<file path="config.mk">
export PLATFORM = sky130hd
export DESIGN_NAME = alu_flat
export DESIGN_NICKNAME = d
export VERILOG_FILES = /design/src/rtl/alu_if.sv /design/src/rtl/alu.sv /design/src/flat_wrapper.sv
export SDC_FILE = /design/constraint.sdc
export NUM_CORES = 1
export LEC_CHECK = 0
export ABC_CLOCK_PERIOD_IN_PS = 1200
export CAP_MARGIN = 20
export CORE_UTILIZATION = 40
export CTS_CLUSTER_SIZE = 24
export DETAILED_ROUTE_END_ITERATION = 8
export GPL_TIMING_DRIVEN = 0
export SLEW_MARGIN = 40
export SYNTH_ARGS = -nofsm -noshare
export SYNTH_HDL_FRONTEND = slang
export SYNTH_SLANG_ARGS = --single-unit
</file>
<file path="constraint.sdc">
create_clock -name Clock -period 1.2 [get_ports Clock]
set_clock_uncertainty 0.15 [all_clocks]
set_input_delay 0.3 -clock Clock [delete_from_list [all_inputs] [get_ports Clock]]
set_output_delay 0.3 -clock Clock [all_outputs]
set_load 0.01 [all_outputs]
</file>
<file path="src/rtl/alu_if.sv">
// Operand/result bundle between an instruction sequencer and the ALU.
// The sequencer drives operands and opcode; the ALU returns registered result and PSW.
interface alu_if;
   logic [15:0] d_bus;
   logic [15:0] s_bus;
   logic [5:0]  alu_op;
   logic [15:0] psw_in;
   logic        psw_update;
   logic [15:0] alu_out;
   logic [15:0] alu_psw_out;

   modport master (
      output d_bus, s_bus, alu_op, psw_in, psw_update,
      input  alu_out, alu_psw_out
   );

   modport slave (
      input  d_bus, s_bus, alu_op, psw_in, psw_update,
      output alu_out, alu_psw_out
   );
endinterface

</file>
<file path="src/rtl/alu.sv">
// 16-bit ALU with byte/word modes, BCD add and PSW flag generation.
// Result and PSW are computed combinationally and registered once per clock.
module alu (
   input  logic  Clock,
   input  logic  reset_n,
   alu_if.slave  bus
);
   localparam logic [4:0] OP_ADD  = 5'd0;
   localparam logic [4:0] OP_ADDC = 5'd1;
   localparam logic [4:0] OP_SUB  = 5'd2;
   localparam logic [4:0] OP_SUBC = 5'd3;
   localparam logic [4:0] OP_DADD = 5'd4;
   localparam logic [4:0] OP_CMP  = 5'd5;
   localparam logic [4:0] OP_XOR  = 5'd6;
   localparam logic [4:0] OP_AND  = 5'd7;
   localparam logic [4:0] OP_OR   = 5'd8;
   localparam logic [4:0] OP_BIT  = 5'd9;
   localparam logic [4:0] OP_BIC  = 5'd10;
   localparam logic [4:0] OP_BIS  = 5'd11;
   localparam logic [4:0] OP_MOV  = 5'd12;
   localparam logic [4:0] OP_SRA  = 5'd13;
   localparam logic [4:0] OP_RRC  = 5'd14;
   localparam logic [4:0] OP_SWPB = 5'd15;
   localparam logic [4:0] OP_SXT  = 5'd16;

   localparam logic [15:0] PSW_RESET = 16'h60E0;

   logic [15:0] d;
   logic [15:0] s;
   logic [4:0]  op;
   logic        byte_mode;
   logic        c_in;

   assign d         = bus.d_bus;
   assign s         = bus.s_bus;
   assign op        = bus.alu_op[4:0];
   assign byte_mode = bus.alu_op[5];
   assign c_in      = bus.psw_in[0];

   // Shared binary adder: subtraction is D + ~S + cin
   logic        is_sub;
   logic        add_cin;
   logic [15:0] b_opnd;
   logic [16:0] sum_w;
   logic [8:0]  sum_b;
   logic        a_msb;
   logic        b_msb;
   logic        r_msb;
   logic        arith_v;

   always_comb begin
      is_sub  = (op == OP_SUB) || (op == OP_SUBC) || (op == OP_CMP);
      b_opnd  = is_sub ? ~s : s;
      if (op == OP_ADD)
         add_cin = 1'b0;
      else if ((op == OP_ADDC) || (op == OP_SUBC))
         add_cin = c_in;
      else
         add_cin = 1'b1;
      sum_w   = {1'b0, d} + {1'b0, b_opnd} + {16'b0, add_cin};
      sum_b   = {1'b0, d[7:0]} + {1'b0, b_opnd[7:0]} + {8'b0, add_cin};
      a_msb   = byte_mode ? d[7]      : d[15];
      b_msb   = byte_mode ? b_opnd[7] : b_opnd[15];
      r_msb   = byte_mode ? sum_b[7]  : sum_w[15];
      arith_v = (a_msb == b_msb) && (r_msb != a_msb);
   end

   // Decimal adder: ripple of per-nibble BCD digit adders
   logic [4:0]  bcd_c;
   logic [15:0] bcd_sum;

   assign bcd_c[0] = c_in;

   generate
      for (genvar gi = 0; gi < 4; gi++) begin : g_bcd
         logic [4:0] raw;
         logic       over;
         assign raw   = {1'b0, d[gi*4 +: 4]} + {1'b0, s[gi*4 +: 4]} + {4'b0, bcd_c[gi]};
         assign over  = (raw > 5'd9);
         assign bcd_c[gi+1]       = over;
         assign bcd_sum[gi*4 +: 4] = over ? (raw[3:0] - 4'd10) : raw[3:0];
      end
   endgenerate

   logic [15:0] calc;
   logic [15:0] result;
   logic        full_word;
   logic        upd_zn;
   logic        new_c;
   logic        new_v;
   logic        new_z;
   logic        new_n;
   logic        byte_active;
   logic [15:0] psw_next;

   always_comb begin
      calc      = d;
      result    = d;
      full_word = 1'b0;
      upd_zn    = 1'b0;
      new_c     = c_in;
      new_v     = bus.psw_in[4];
      case (op)
         OP_ADD, OP_ADDC, OP_SUB, OP_SUBC, OP_CMP: begin
            calc   = byte_mode ? {d[15:8], sum_b[7:0]} : sum_w[15:0];
            result = (op == OP_CMP) ? d : calc;
            new_c  = byte_mode ? sum_b[8] : sum_w[16];
            new_v  = arith_v;
            upd_zn = 1'b1;
         end
         OP_DADD: begin
            calc   = byte_mode ? {d[15:8], bcd_sum[7:0]} : bcd_sum;
            result = calc;
            new_c  = byte_mode ? bcd_c[2] : bcd_c[4];
            upd_zn = 1'b1;
         end
         OP_XOR, OP_AND, OP_OR, OP_BIT, OP_BIC, OP_BIS: begin
            case (op)
               OP_XOR:         calc = d ^ s;
               OP_AND, OP_BIT: calc = d & s;
               OP_BIC:         calc = d & ~s;
               default:        calc = d | s;
            endcase
            result = (op == OP_BIT) ? d : calc;
            new_v  = 1'b0;
            upd_zn = 1'b1;
         end
         OP_MOV: begin
            calc   = s;
            result = s;
         end
         OP_SRA: begin
            calc   = byte_mode ? {d[15:8], d[7], d[7:1]} : {d[15], d[15:1]};
            result = calc;
            new_c  = d[0];
            upd_zn = 1'b1;
         end
         OP_RRC: begin
            calc   = byte_mode ? {d[15:8], c_in, d[7:1]} : {c_in, d[15:1]};
            result = calc;
            new_c  = d[0];
            upd_zn = 1'b1;
         end
         OP_SWPB: begin
            calc      = {d[7:0], d[15:8]};
            result    = calc;
            full_word = 1'b1;
            upd_zn    = 1'b1;
         end
         OP_SXT: begin
            calc      = {{8{d[7]}}, d[7:0]};
            result    = calc;
            full_word = 1'b1;
            upd_zn    = 1'b1;
         end
         default: begin
            calc   = d;
            result = d;
         end
      endcase

      // Byte ops keep the destination's high byte untouched
      if (byte_mode && (op <= OP_RRC))
         result = {d[15:8], result[7:0]};

      byte_active = byte_mode && !full_word;
      if (upd_zn) begin
         new_z = byte_active ? (calc[7:0] == 8'h00) : (calc == 16'h0000);
         new_n = byte_active ? calc[7] : calc[15];
      end else begin
         new_z = bus.psw_in[1];
         new_n = bus.psw_in[2];
      end

      psw_next = bus.psw_in;
      if (bus.psw_update) begin
         psw_next[0] = new_c;
         psw_next[1] = new_z;
         psw_next[2] = new_n;
         psw_next[4] = new_v;
      end
   end

   always_ff @(posedge Clock or negedge reset_n) begin
      if (!reset_n) begin
         bus.alu_out     <= 16'h0000;
         bus.alu_psw_out <= PSW_RESET;
      end else begin
         bus.alu_out     <= result;
         bus.alu_psw_out <= psw_next;
      end
   end
endmodule

</file>
<file path="src/flat_wrapper.sv">
// flat-port wrapper written by rule: the top's interface ports become plain ports
module alu_flat 
  (Clock, reset_n, bus_d_bus, bus_s_bus, bus_alu_op, bus_psw_in, bus_psw_update, bus_alu_out, bus_alu_psw_out);
  alu_if bus_i ();
  input  logic Clock;
  input  logic reset_n;
  input wire logic [$bits(bus_i.d_bus)-1:0] bus_d_bus;
  input wire logic [$bits(bus_i.s_bus)-1:0] bus_s_bus;
  input wire logic [$bits(bus_i.alu_op)-1:0] bus_alu_op;
  input wire logic [$bits(bus_i.psw_in)-1:0] bus_psw_in;
  input wire logic [$bits(bus_i.psw_update)-1:0] bus_psw_update;
  output wire logic [$bits(bus_i.alu_out)-1:0] bus_alu_out;
  output wire logic [$bits(bus_i.alu_psw_out)-1:0] bus_alu_psw_out;
  assign bus_i.d_bus = bus_d_bus;
  assign bus_i.s_bus = bus_s_bus;
  assign bus_i.alu_op = bus_alu_op;
  assign bus_i.psw_in = bus_psw_in;
  assign bus_i.psw_update = bus_psw_update;
  assign bus_alu_out = bus_i.alu_out;
  assign bus_alu_psw_out = bus_i.alu_psw_out;
  alu u_core (.Clock(Clock), .reset_n(reset_n), .bus(bus_i));
endmodule
</file>
==> results.py <==
metrics = {
    "outcome": {
        "status": "finished, violations left",
        "violations": "hold timing, setup timing",
    },
    "placed_design": {
        "gp_congestion": 0.9836,
        "dp_hpwl_um": 17730,
        "io_buffers": 86,
        "dpl_worst_slack_ns": -7.770,
    },
    "flow_run": {
        "drv_cap": 0,
    },
    "critical_path": {
        "crit_type": "in -> reg",
        "cpPeakStageDelay_ns": 0.56,
        "end_kind": "flop",
        "worstPathRequired_ns": 1.26,
        "crit_top_cell": "fa_2",
        "worstPathArrival_ns": 7.42,
        "critPathLaunchType": "input pin",
        "critPathMaxFanout": 4,
        "slowest_stage": "fa_2",
    },
    "clock_network": {
        "clkTransAtPathRegs_ns": 0.05,
        "tritoncts": "yes",
        "clock_sinks": 32,
        "cts_root_buf": "clkbuf_16",
        "cts_buffers": 5,
        "clk_path_buf_depth": 2,
        "htree_levels": 2,
    },
    "sta": {
        "final.min_clock_period_ns": 7.368,
        "grt_setup_unrepaired": "true",
        "worst_slack_ns": -6.168,
        "hold_viol": 27,
        "fin_tns_setup_ns": -77.34,
        "hold_slack_ns": -0.09295,
        "relSlewSlack": 0.4580,
        "post-route-period-util": 6.140,
        "setup_viol": 52,
        "worst_slew_pin_slew_ns": 0.8131,
        "finalMaxSlewViolations": 0,
        "max_freq_mhz": 135.7,
    },
    "power_and_ir_drop": {
        "internal_power_uw": 4253,
        "clockPowerShare": 0.191,
        "power.share.combinational": 0.644,
        "switching_power_uw": 3036,
        "seqPwrFrac": 0.166,
        "switching_share": 0.4166,
        "pwr_density_cell_mw_per_mm2": 924.4,
        "p_leak_uw": 0.003238,
        "total_power_uw": 7289,
        "vdd_drop_max_uv": 480.7,
    },
    "global_routing": {
        "antenna_found_initial": 0,
        "grt_pass1_wl_um": 36840,
        "overflow": 0,
        "grt_max_degree": 33,
        "first_global_vias": 6340,
        "gr-usage-all-layers": 0.3367,
    },
    "synthesis": {
        "ys.flop_type": "dfrtp_1",
        "syn_nets": 840,
        "syn_avg_cell_area_sq_um": 7.573,
        "ys_seq_area_frac": 0.1474,
        "syn-cell-area_sq_mm": 0.005475,
        "ys_types": 76,
        "postSynthCellCount": 723,
        "synth-edff-count": 0,
        "ys_ff_latch": 32,
        "async_flop_share": 1.000,
        "yosys_warnings": 0,
    },
    "routing": {
        "drt-vias-per-instance": 6.313,
        "wl_per_cell_um": 22.82,
        "drc": 0,
        "drtPass1Iterations": 6,
        "drtIter0Drc": 750,
        "routed_wl_um": 23890,
        "ant_nets": 0,
        "via_count": 6610,
    },
    "die": {
        "io_pins": 89,
        "coreArea_sq_mm": 0.01330,
        "placement_rows": 42,
        "initial_core_util": 0.4118,
        "die_height_um": 119.0,
        "die-area_sq_mm": 0.01416,
        "die_w_um": 119.0,
    },
    "layout": {
        "areaGrowthSynthToFinish_pct": 44.01,
        "nets": 987,
        "post-route-util": 0.5931,
        "multi_input_area_sq_mm": 0.004956,
        "seq_area_sq_um": 807.0,
        "nFillCells": 1238,
        "antenna_cells": 0,
        "drive_above_1_share": 0.2790,
        "layout_common_cells": "nor2_1, buf_4, nand2_1",
    },
    "min_path": {
        "hold_path_class": "in -> async",
    },
}
## worst max-delay path, delay by kind of cell
family / cells / cell delay, ns
AOI/OAI and AO/OA: 9 / 1.75
and+or+nand+nor: 7 / 0.67
xor gates and xnor gates: 4 / 0.71
buffers and inverters: 3 / 0.19
adders and majority gates: 11 / 3.77
## sequential cells by signal, summed over array words and instances (netlist names)
name	flops
u_core.bus.alu_psw_out	16
u_core.bus.alu_out	16
## stage by stage
stage	cell area, sq um	hold slack, ns	instances
after floorplan	5715	-0.1456	723
after global placement	6797	0.5631	985
after detailed placement	6803	0.2207	985
after CTS	7636	-0.07062	1036
after global routing	7885	-0.03084	1047
final	7885	-0.09295	1047
## synth_stat cells (all sizes together), types with 6 or more instances
master   number  area [sq um]
nand2        50         187.7
o21ai        58         290.3
o211ai       12         90.09
a21oi        53         265.3
a22oi        10         80.07
a222oi        6         60.06
a211oi       14         105.1
a31oi        17         127.6
inv          52         195.2
nor2         55         214.0
nand3        25         125.1
nand2b       12         75.07
a22o          7         61.31
xor2          7         61.31
a21o         12         90.09
a221oi        7         61.31
o2bb2ai       9         78.83
mux2i         6         60.06
buf          10         68.82
nor4          8         65.06
and3          6         37.54
clkbuf       32         120.1
dfrtp        27         675.7
fa           10         200.2
ha           50         625.6
xnor2        39         341.6
nand4        11         68.82
nor3         17         90.09
## final timing paths
check	cells after the start	startpoint	endpoint
min in group Clock	3	bus_d_bus[0]	u_core.bus.alu_out[0]$_DFF_PN0_
max in group asynchronous	1	reset_n	u_core.bus.alu_psw_out[11]$_DFF_PN0_
worst min-delay path	1	reset_n	u_core.bus.alu_out[4]$_DFF_PN0_
worst max-delay path	34	bus_psw_in[0]	u_core.bus.alu_psw_out[1]$_DFF_PN0_
## repair_timing
| action | CTS | global route |
|---|---|---|
| hold endpoints to repair | 27 | 27 |
| setup buffers | 47 | 13 |
| setup endpoints to repair | 52 | 52 |
| gates resized for setup | 278 | 44 |
| pin swaps | 51 | 46 |
## power by group through the flow
stage | clock network, uW | registers, uW | logic (uW)
final | 1390 | 1210 | 4690
after global routing | 1460 | 1220 | 5010
after CTS | 1410 | 1210 | 4280
after detailed placement | 0 | 1230 | 3630
after global placement | 0 | 1220 | 3550
after floorplan | 0 | 1280 | 2290
## final cells by class
cell class,count,share of cell area
Timing Repair Buffer,143,0.1563
Tap cell,176,0.02793
Clock buffer,6,0.01634
Inverter,52,0.02475
Multi-Input combinational cell,597,0.6285
Clock inverter,2,0.004443
Buffer,39,0.03935
Sequential cell,32,0.1023
## cells by family (layout without fill, tap and decap cells)
logic type                 count (synthesis)  in the layout  share of synthesized area
AOI/OAI and AO/OA                        263            263                     0.3332
and+or+nand+nor                          219            219                     0.2077
buffers and inverters                     94            242                    0.07016
adders and majority gates                 60             60                     0.1508
xor gates and xnor gates                  46             46                    0.07358
DFF                                       32             32                     0.1474
muxes                                      9              9                    0.01714
## metal layers
layer / part of all wire / up-vias / GRT usage / wire (um)
li1: - / 3007 / - / -
met4: 0.036 / 0 / 0.1258 / 851
met3: 0.085 / 64 / 0.05172 / 2035
met2: 0.45 / 386 / 0.5349 / 10710
met1: 0.43 / 3153 / 0.4579 / 10290
met5: 0 / - / 0 / 0
Note: power is estimated with default switching activity, not from simulation.
